$ cat config.mk
export PLATFORM = sky130hd
export DESIGN_NAME = rr_arbiter_4
export DESIGN_NICKNAME = d
export VERILOG_FILES = /design/src/rtl/rr_arbiter_4.sv
export SDC_FILE = /design/constraint.sdc
export NUM_CORES = 1
export LEC_CHECK = 0
export ABC_AREA = 1
export CAP_MARGIN = 30
export CORE_MARGIN = 1
export CORE_UTILIZATION = 57
export DETAILED_ROUTE_END_ITERATION = 10
export HOLD_SLACK_MARGIN = 0.06
export PLACE_DENSITY = 0.83
export SLEW_MARGIN = 10
export SYNTH_ARGS = -nofsm -noshare
export SYNTH_HDL_FRONTEND = slang
export SYNTH_SLANG_ARGS = --single-unit
$ cat constraint.sdc
create_clock -name clk -period 3.5 [get_ports clk]
set_input_delay 0.875 -clock clk [delete_from_list [all_inputs] [get_ports clk]]
set_output_delay 0.875 -clock clk [all_outputs]
set_load 0.02 [all_outputs]
$ cat src/rtl/rr_arbiter_4.sv
// Four-client round-robin arbiter with registered one-hot grant, binary owner index,
// per-owner hold limit and a one-cycle timeout pulse when the limit revokes a grant.
module rr_arbiter_4 #(
    parameter int MAX_HOLD = 16
) (
    input  logic       clk,
    input  logic       reset_n,
    input  logic       en,
    input  logic [3:0] req,
    output logic [3:0] grant,
    output logic [1:0] grant_idx,
    output logic       grant_valid,
    output logic       timeout
);

    localparam int CW = $clog2(MAX_HOLD + 1);

    typedef enum logic {
        IDLE,
        BUSY
    } state_t;

    state_t          state_reg, state_next;
    logic [3:0]      grant_reg, grant_next;
    logic [1:0]      idx_reg, idx_next;
    logic [1:0]      last_reg, last_next;
    logic [CW-1:0]   cnt_reg, cnt_next;
    logic            timeout_reg, timeout_next;

    logic [3:0]      rot_req;
    logic [1:0]      rot_off;
    logic            any_req;
    logic [1:0]      winner;
    logic [3:0]      winner_onehot;
    logic            owner_req;
    logic            hold_done;

    // rot_req[0] is the client right after the last owner, so the lowest set bit wins.
    generate
        for (genvar gi = 0; gi < 4; gi++) begin : g_rotate
            assign rot_req[gi] = req[last_reg + 2'(gi + 1)];
        end
    endgenerate

    always_comb begin
        rot_off = 2'd0;
        for (int k = 3; k >= 0; k--) begin
            if (rot_req[k]) begin
                rot_off = 2'(k);
            end
        end
    end

    assign any_req = |req;
    assign winner  = last_reg + rot_off + 2'd1;

    generate
        for (genvar gi = 0; gi < 4; gi++) begin : g_onehot
            assign winner_onehot[gi] = (winner == 2'(gi));
        end
    endgenerate

    assign owner_req = req[idx_reg];
    assign hold_done = (cnt_reg == CW'(MAX_HOLD));

    always_ff @(posedge clk or negedge reset_n) begin
        if (!reset_n) begin
            state_reg   <= IDLE;
            grant_reg   <= 4'b0000;
            idx_reg     <= 2'd0;
            last_reg    <= 2'd3;
            cnt_reg     <= '0;
            timeout_reg <= 1'b0;
        end else begin
            state_reg   <= state_next;
            grant_reg   <= grant_next;
            idx_reg     <= idx_next;
            last_reg    <= last_next;
            cnt_reg     <= cnt_next;
            timeout_reg <= timeout_next;
        end
    end

    always_comb begin
        state_next   = state_reg;
        grant_next   = grant_reg;
        idx_next     = idx_reg;
        last_next    = last_reg;
        cnt_next     = cnt_reg;
        timeout_next = 1'b0;

        if (!en) begin
            // Disable drops any owner quietly; it still counts as the last owner.
            if (state_reg == BUSY) begin
                last_next = idx_reg;
            end
            state_next = IDLE;
            grant_next = 4'b0000;
            cnt_next   = '0;
        end else begin
            case (state_reg)
                IDLE: begin
                    if (any_req) begin
                        state_next = BUSY;
                        grant_next = winner_onehot;
                        idx_next   = winner;
                        cnt_next   = CW'(1);
                    end
                end
                BUSY: begin
                    if (!owner_req || hold_done) begin
                        // A release on the limit cycle wins over the timeout.
                        state_next   = IDLE;
                        grant_next   = 4'b0000;
                        last_next    = idx_reg;
                        cnt_next     = '0;
                        timeout_next = owner_req;
                    end else begin
                        cnt_next = cnt_reg + CW'(1);
                    end
                end
                default: begin
                    state_next = IDLE;
                    grant_next = 4'b0000;
                    cnt_next   = '0;
                end
            endcase
        end
    end

    assign grant       = grant_reg;
    assign grant_idx   = idx_reg;
    assign grant_valid = |grant_reg;
    assign timeout     = timeout_reg;

endmodule
== After elaboration in Yosys (flattened, before gate mapping) ==
Cells that the tools add are included.

* Flip-flop bits (word level): 15
* Input bits: 7
* Output and inout bits: 8
* Logic and storage cells: 66

* $add $sub $neg: 6
* Magnitude comparators: 5
* Equal/unequal tests: 7
* Muxes and demuxes: 33
* Bitwise logic cells: 1
* Reduce and logical (&&, ||, !) cells: 8

{| class="wikitable"
|+ Operators with widths
! operator !! count
|-
| two-way mux 2 bit || 8
|-
| less-than comparator 2 x 3 -> 1 bit (second input constant) || 5
|-
| two-way mux 5 bit || 3
|-
| two-way mux 4 bit || 3
|-
| two-way mux 1 bit || 11
|-
| binary-select mux 1 bit (select 2 bit) || 5
|-
| one-hot mux 5 bit (2 select lines) || 1
|-
| one-hot mux 4 bit (2 select lines) || 1
|-
| OR reduction 4 bit || 2
|-
| adder 5 x 1 -> 5 bit (second input constant) || 1
|-
| equality test 5 bit (second input constant) || 1
|-
| adder 2 x 1 -> 2 bit (second input constant) || 2
|-
| adder 2 bit (second input constant) || 2
|-
| equality test 2 bit (second input constant) || 2
|-
| AND reduction 2 bit || 2
|-
| != test 3 x 2 -> 1 bit (second input constant) || 1
|-
| != test 3 bit (second input constant) || 1
|-
| AND reduction 3 bit || 1
|-
| adder 2 bit || 1
|-
| equality test 2 x 1 -> 1 bit (second input constant) || 1
|-
| logical NOT 2 bit || 1
|-
| != test 2 x 1 -> 1 bit (second input constant) || 1
|-
| one-hot mux 1 bit (2 select lines) || 1
|-
| logical NOT 1 bit || 1
|-
| other kinds (2) || 2
|}

== Depth between registers and ports, before layout ==
Gate-level depths: netlist (run 1).

* Depth after elaboration: 12
* Mapped depth: 15
* Depth with buffers taken out: 14

== Worst setup path before layout (run 1) ==
OpenSTA, ideal clock, no wires.

* Path kind: input-to-reg
* From: in req[3]
* To: reg grant_reg[0] (netlist: grant[0])
* Arrival: 2.081 ns
* Path slack: 1.303 ns
* Stages on the path: 14
* Buffers on the path: 0
* Cell sequence: inv_1 nand2_1 nand2_1 nand2_1 nand2_1 a21oi_1 o21bai_1 ha_1 xor2_1 inv_1 nand3_2 nand2_2 nand2_1 nand2_1

* Word-level cells in the longest chain between the ends: 12
* Elaborated cells between the ends (all ways): 26
* Those cells by class: add/sub: 2; eq/ne: 2; mux: 17; reduce/logical: 5

{| class="wikitable"
|+ Ends and longest elaborated chain
! item !! line !! RTL
|-
| start: declaration || 9 || <nowiki>input logic [3:0] req,</nowiki>
|-
| binary-select mux 1 bit (select 2 bit) || 41 || <nowiki>assign rot_req[gi] = req[last_reg + 2'(gi + 1)];</nowiki>
|-
| two-way mux 1 bit (implied by the code) || 41 ||
|-
| two-way mux 2 bit (4 in a row) || 48 || <nowiki>if (rot_req[k]) begin</nowiki>
|-
| adder 2 bit || 55 || <nowiki>assign winner = last_reg + rot_off + 2'd1;</nowiki>
|-
| adder 2 x 1 -> 2 bit || 55 ||
|-
| logical NOT 2 bit || 59 || <nowiki>assign winner_onehot[gi] = (winner == 2'(gi));</nowiki>
|-
| two-way mux 4 bit || 103 || <nowiki>if (any_req) begin</nowiki>
|-
| one-hot mux 4 bit (2 select lines) || 101 || <nowiki>case (state_reg)</nowiki>
|-
| two-way mux 4 bit || 92 || <nowiki>if (!en) begin</nowiki>
|-
| end signal: assignment || 76 || <nowiki>grant_reg <= grant_next;</nowiki>
|-
| end: declaration || 24 || <nowiki>logic [3:0] grant_reg, grant_next;</nowiki>
|}

Parallel ways exist; a longest one is shown, timed or not. The select of a mux whose other input is x is not followed.
A chain may end at the register's enable or synchronous reset.

== Worst setup path after layout (run 1) ==
* From: reg grant_reg[1] (netlist: grant[1])
* To: out grant_valid

* Word-level cells in the longest chain between the ends: 1

{| class="wikitable"
|+ Ends and longest elaborated chain
! item !! line !! RTL
|-
| OR reduction 4 bit || 133 || <nowiki>assign grant_valid = |grant_reg;</nowiki>
|-
| end: declaration || 12 || <nowiki>output logic grant_valid,</nowiki>
|}

Every way passes these cells.

==> reports/qor.txt, run 1 <==
Die Span Y - 44.61 um
Number of port buffers - 14
WHS Endpoint - grant[2]$_DFFE_PN0P_
GR Overflow Total - 0
Postcts setup bufs - 0
Max Buffers Root-to-Sink - 2
Type of origin of the critical path - register
EDFF count, synth - 0
Root Driver - clkbuf_4
Final WL - 2.165 mm
Critical-path top delay cell - clkdlybuf4s50_1
Critical path capture point type - output pin
Die footprint - 1990 um2
Post-Syn Instances - 147
Synth Flop Type - dfrtp_1
Leakage - 0.6618 nW
Worst path max stage delay - 550 ps
Ranking of synthesized cells by area - dfrtp_1 (31%), nand2_1 (21%), nand2_2 (6.7%)
Drt wl/cell - 11.46 um
Rel. slew slack - 57.22%
CTS tree - yes
R2R Path Start - last_reg[0]$_DFFE_PN1P_
Via Count - 945
Ant. Diodes - 0
Endpoints failing hold - 0
Share of the yosys chip area belonging to registers - 36.52%
Max reg flops - 5
Fin crit share - 76.26%
Seq cells post-synth - 15
Antenna viol nets, final - 0
Final nets - 176
Maximum number of pins on one net before global-route repair - 16
Final Cell Area - 1222 um2
Worst Skew - 4.756 ps
CTS buffer count - 3
Drc violations - 0
Async set-reset flop share out of synthesis - 100.0%
Final setup fails - 0
Setup WS pre-CTS - 656.8 ps
Share of cells above drive strength 1 - 14.63%
Area grow syn2layout - 18.14%
Total track usage - 24.74%
Fin. max-slew vios - 0
Drt pass-1 iters - 4
Number of top-level pins - 15
Mean area per synthesized cell - 7.039 um2
Syn Std Cell Area - 1035 um2
Peak VDD IR - 685.8 uV
Critical-path cell list - or4_1 -> clkdlybuf4s50_1
Hold Path Cell Cnt - 2
Top delay family on crit path - buffers and inverters
Final GP Congestion - 0.8603
Status - finished, final reports clean
Clk Latency, worst-skew pair - 280 ps
Vias in the first global route - 869
# fillers - 140
TritonCTS Sinks - 15
Setup TNS - 0 ps
Crit Path Max Fanout - 3
Period minus WS final - 2669 ps
Count leader, synth - nand2_1
Worst-path clk slew - 90 ps
H-Tree Depth - 1
YS warnings - 0
Peak Freq - 374.7 MHz
WS Path Type - reg2out
Dpl cells - 185
CP arrival - 1790 ps
Flop2flop setup slack - 1380 ps
Crit path buffers/inverters - 1
Post-DP HPWL - 1.690 mm
Cells on worst reg2reg path - 14
Post-route insts no fill - 189
Row cnt - 15
Die X - 44.61 um
Top cell type by total area after synthesis - dfrtp_1
R2R Path End - grant[0]$_DFFE_PN0P_
Initial cell density of the core - 60.59%
Drt via density - 5.000
Post-synthesis cell type count - 24
PwrDens - 794.5 nW/um2
Worst Hold Launch - grant[2]$_DFFE_PN0P_
Final WS setup - 830.9 ps
RSZ-0062 raised after global routing - no
Max Cap Violations - 0
Hold Path Class - reg2reg
Hold_buf cts - 0
Area after DPL - 1195 um2
Post-synth top area share - 31.44%
Core area - 1708 um2
Worst Tran Pin Value - 639.7 ps
Syn Nets - 158
DR iter-0 viols - 15
Post_cts resized - 0
Worst endpoint required time - 2620 ps
First-pass GRT wire length - 3.553 mm
Synth cell count leaders - nand2_1 (58), inv_1 (16), dfrtp_1 (13)
Initial antenna violation count - 0
placed cells by master (no fill, tap or decap), drive strengths merged:
master / n
or4: 1
clkdlybuf4s50: 14
nand3: 12
dfstp: 2
clkinv: 1
nand3b: 1
clkbuf: 3
ha: 4
nor2: 8
inv: 19
o21bai: 1
nand4: 3
xor2: 3
o21ai: 3
o22ai: 1
nand2: 70
dfrtp: 13
a21oi: 4
nor3: 1
per-layer routing:
layer | GRT usage (%) | wire (um) | vias to the layer above
met5 | 0 | 0 | -
met4 | 5.455 | 0 | 0
met3 | 6.531 | 85 | 0
met2 | 44.12 | 1060 | 24
met1 | 29.72 | 1019 | 429
li1 | - | - | 492
final cells by class:
type / count / area, um2 / share of cell area [%]
clock inverters: 1 / 5.005 / 0.4094
repair buffers: 14 / 140.1 / 11.46
multi-input cells: 112 / 566.8 / 46.37
clock buffers: 3 / 22.52 / 1.842
flip-flops and latches: 15 / 377.9 / 30.91
well taps: 25 / 31.28 / 2.559
inverters: 19 / 78.83 / 6.448
tightest hold or removal path, delay by kind of cell, from the launching register on:
family | cells | cell delay (ps)
DFF | 1 | 380
and+or+nand+nor | 2 | 110
kinds of logic after synthesis:
group	count (synthesis)	share of synthesized area, %
adder cells (fa/ha/maj)	4	4.837
AO/OA/AOI/OAI	9	4.716
XOR/XNOR	3	2.540
flip-flops	15	36.52
buffers and inverters	20	8.707
AND/OR/NAND/NOR	96	42.69
through the flow:
stage / hold WS [ps] / util (%) / power (mW)
2_1_floorplan: 515.3 / - / 0.7368
3_3_place_gp: 483.4 / 69.96 / 0.8455
3_5_place_dp: 492.1 / 69.96 / 0.8748
4_1_cts: 515.0 / 71.58 / 0.9742
5_1_grt: 537.1 / 71.58 / 1.075
6_report: 513.2 / 71.58 / 0.9712
power breakdown:
part | total [mW] | internal [mW] | switching (mW) | leakage [nW]
Sequential | 0.291 | 0.224 | 0.0666 | 0.193
Clock | 0.0979 | 0.0424 | 0.0555 | 0.0177
Combinational | 0.582 | 0.222 | 0.360 | 0.451
how the worst max path moves through the flow:
stage,cells after the start,startpoint,end
6_report,2,grant[1]$_DFFE_PN0P_,grant_valid
4_1_cts,2,grant[1]$_DFFE_PN0P_,grant_valid
3_3_place_gp,15,req[3],grant[0]$_DFFE_PN0P_
3_5_place_dp,15,req[3],grant[0]$_DFFE_PN0P_
5_1_grt,15,req[3],grant[0]$_DFFE_PN0P_
2_1_floorplan,14,req[3],grant[0]$_DFFE_PN0P_
No activity file was read; power rests on OpenSTA's default activity.
==> inputs of run 2 (changes only) <==
CORE_UTILIZATION = 48   (was 57)
PLACE_DENSITY = 0.75   (was 0.83)
clock period = 2.3 ns   (was 3.5 ns; I/O delays follow)
==> reports/qor.txt, run 2 (synthesized netlist as in run 1, its figures left out) <==
Drt wl/cell - 10.41 um
TritonCTS Sinks - 15
Area after DPL - 1257 um2
Initial antenna violation count - 0
PwrDens - 1205 nW/um2
Drt pass-1 iters - 4
Hold_buf cts - 0
Met2 Usage GRT - 35.21%
WS Path Type - in2reg
Leakage - 0.7093 nW
Sw power - 0.7465 mW
Hold Path Class - reg2reg
Fin util - 65.06%
Share of cells above drive strength 1 - 21.97%
Final WS setup - 126.8 ps
Worst Skew - 3.371 ps
First-pass GRT wire length - 3.691 mm
M1 GR Usage - 24.90%
Max reg flops - 5
Crit Path Max Fanout - 4
GR Overflow Total - 0
Type of origin of the critical path - primary input
Peak VDD IR - 884.6 uV
Cells on worst reg2reg path - 13
H-Tree Depth - 1
Fin. max-slew vios - 0
Maximum number of pins on one net before global-route repair - 16
R2R Path Start - last_reg[0]$_DFFE_PN1P_
Worst Tran Pin Value - 652.4 ps
P_int - 0.8226 mW
Final setup fails - 0
Drc violations - 0
Final GP Congestion - 0.8095
Setup WS pre-CTS - -200.5 ps
Layer with the highest usage - met2
Number of top-level pins - 15
Root Driver - clkbuf_4
Vias in the first global route - 940
Max Buffers Root-to-Sink - 2
Fin crit share - 94.49%
Status - finished, final reports clean
Period minus WS final - 2173 ps
Die X - 48.43 um
Launch point of the worst path - req[1]
# fillers - 187
Endpoints failing hold - 0
Flop2flop setup slack - 210 ps
Sequential Power Share - 28.0%
Antenna viol nets, final - 0
R2R Path End - grant[0]$_DFFE_PN0P_
Total track usage - 19.89%
Die footprint - 2345 um2
Met3 Use GR - 5.031%
Initial cell density of the core - 51.69%
Final WL - 2.082 mm
Row cnt - 16
Clock power frac - 9.3%
Core area - 2002 um2
CTS tree - yes
CP arrival - 2350 ps
Gate power share - 62.7%
Most frequent cells in the layout - nand2_1 (58), dfrtp_1 (13), inv_1 (12), clkdlybuf4s50_1 (12)
Rel. slew slack - 56.37%
Final Cell Area - 1303 um2
DR iter-0 viols - 21
Sw Ratio - 47.58%
Critical path capture point type - register
Via Count - 1,001
Crit path to - grant[0]$_DFFE_PN0P_
Post-DP HPWL - 1.668 mm
Die Span Y - 48.43 um
Max Cap Violations - 0
Overall power - 1.569 mW
Commonest non-fill, non-tap cell in the layout - nand2_1
Worst endpoint required time - 2470 ps
Worst Hold Slack - 502.8 ps
CTS buffer count - 3
Area grow syn2layout - 25.88%
Ant. Diodes - 0
Clk Latency, worst-skew pair - 280 ps
Drt via density - 5.005
Peak Freq - 460.2 MHz
Number of port buffers - 14
Final nets - 185
Worst-path clk slew - 80 ps
[run 2: changes by cell type in the layout (fill, tap and decap cells not counted), sizes merged]
cell / change
buf: +9
clkbuf: +1
clkinv: -1
dlygate4sd2: +1
clkdlybuf4s50: -2
dlymetal6s2s: +1
[run 2: worst min path at each step]
| stage | endpoint | startpoint | cells past startpoint |
|---|---|---|---|
| CTS | grant[2]$_DFFE_PN0P_ | grant[2]$_DFFE_PN0P_ | 2 |
| finish | grant[2]$_DFFE_PN0P_ | grant[2]$_DFFE_PN0P_ | 2 |
| floorplan | cnt_reg[0]$_DFFE_PN0P_ | reset_n | 0 |
| global route | grant[3]$_DFFE_PN0P_ | grant[3]$_DFFE_PN0P_ | 2 |
| detailed placement | grant[3]$_DFFE_PN0P_ | grant[3]$_DFFE_PN0P_ | 2 |
| global placement | grant[3]$_DFFE_PN0P_ | grant[3]$_DFFE_PN0P_ | 2 |
[run 2: worst max-delay path, stage by stage]
cell	delay (ps)
clkdlybuf4s50_1	430
inv_2	70
nand2_1	60
nand2_1	80
nand2_1	50
nand2_1	70
a21oi_1	40
o21bai_1	200
ha_2	220
xor2_2	180
inv_1	80
nand3_2	100
nand2_2	60
nand2_1	60
nand2_1	50
[run 2: timing repair]
item	in CTS	in global routing
buffers inserted	0	1
gates resized for setup	1	7
endpoints found under the setup margin	1	4
pin swaps	0	3
[run 2: per-stage QoR]
step	setup TNS, ps	cells
after global placement	-383.9	195
after CTS	0	199
after global routing	-19.65	200
after detailed placement	-775.1	195
after floorplan	0	147
final	0	200
[run 2: layout make-up]
class / instances / area [um2] / area share (%)
Clock buffer: 4 / 26.28 / 2.017
Inverter: 19 / 78.83 / 6.052
Multi-Input combinational cell: 112 / 576.8 / 44.28
Sequential cell: 15 / 377.9 / 29.01
Tap cell: 27 / 33.78 / 2.594
Timing Repair Buffer: 23 / 209.0 / 16.04
[run 2: routing by layer]
layer | routed length [um] | share of wire (%)
met5 | 0 | 0
met2 | 984 | 47
met3 | 100 | 4.8
met1 | 989 | 48
met4 | 8 | 0.38
[run 2: power by group through the flow]
stage	sequential [mW]	combinational, mW	clock [mW]
2_1_floorplan	0.432	0.689	0
3_3_place_gp	0.442	0.933	0
3_5_place_dp	0.441	0.972	0
4_1_cts	0.437	0.969	0.151
5_1_grt	0.455	1.11	0.168
6_report	0.440	0.984	0.145
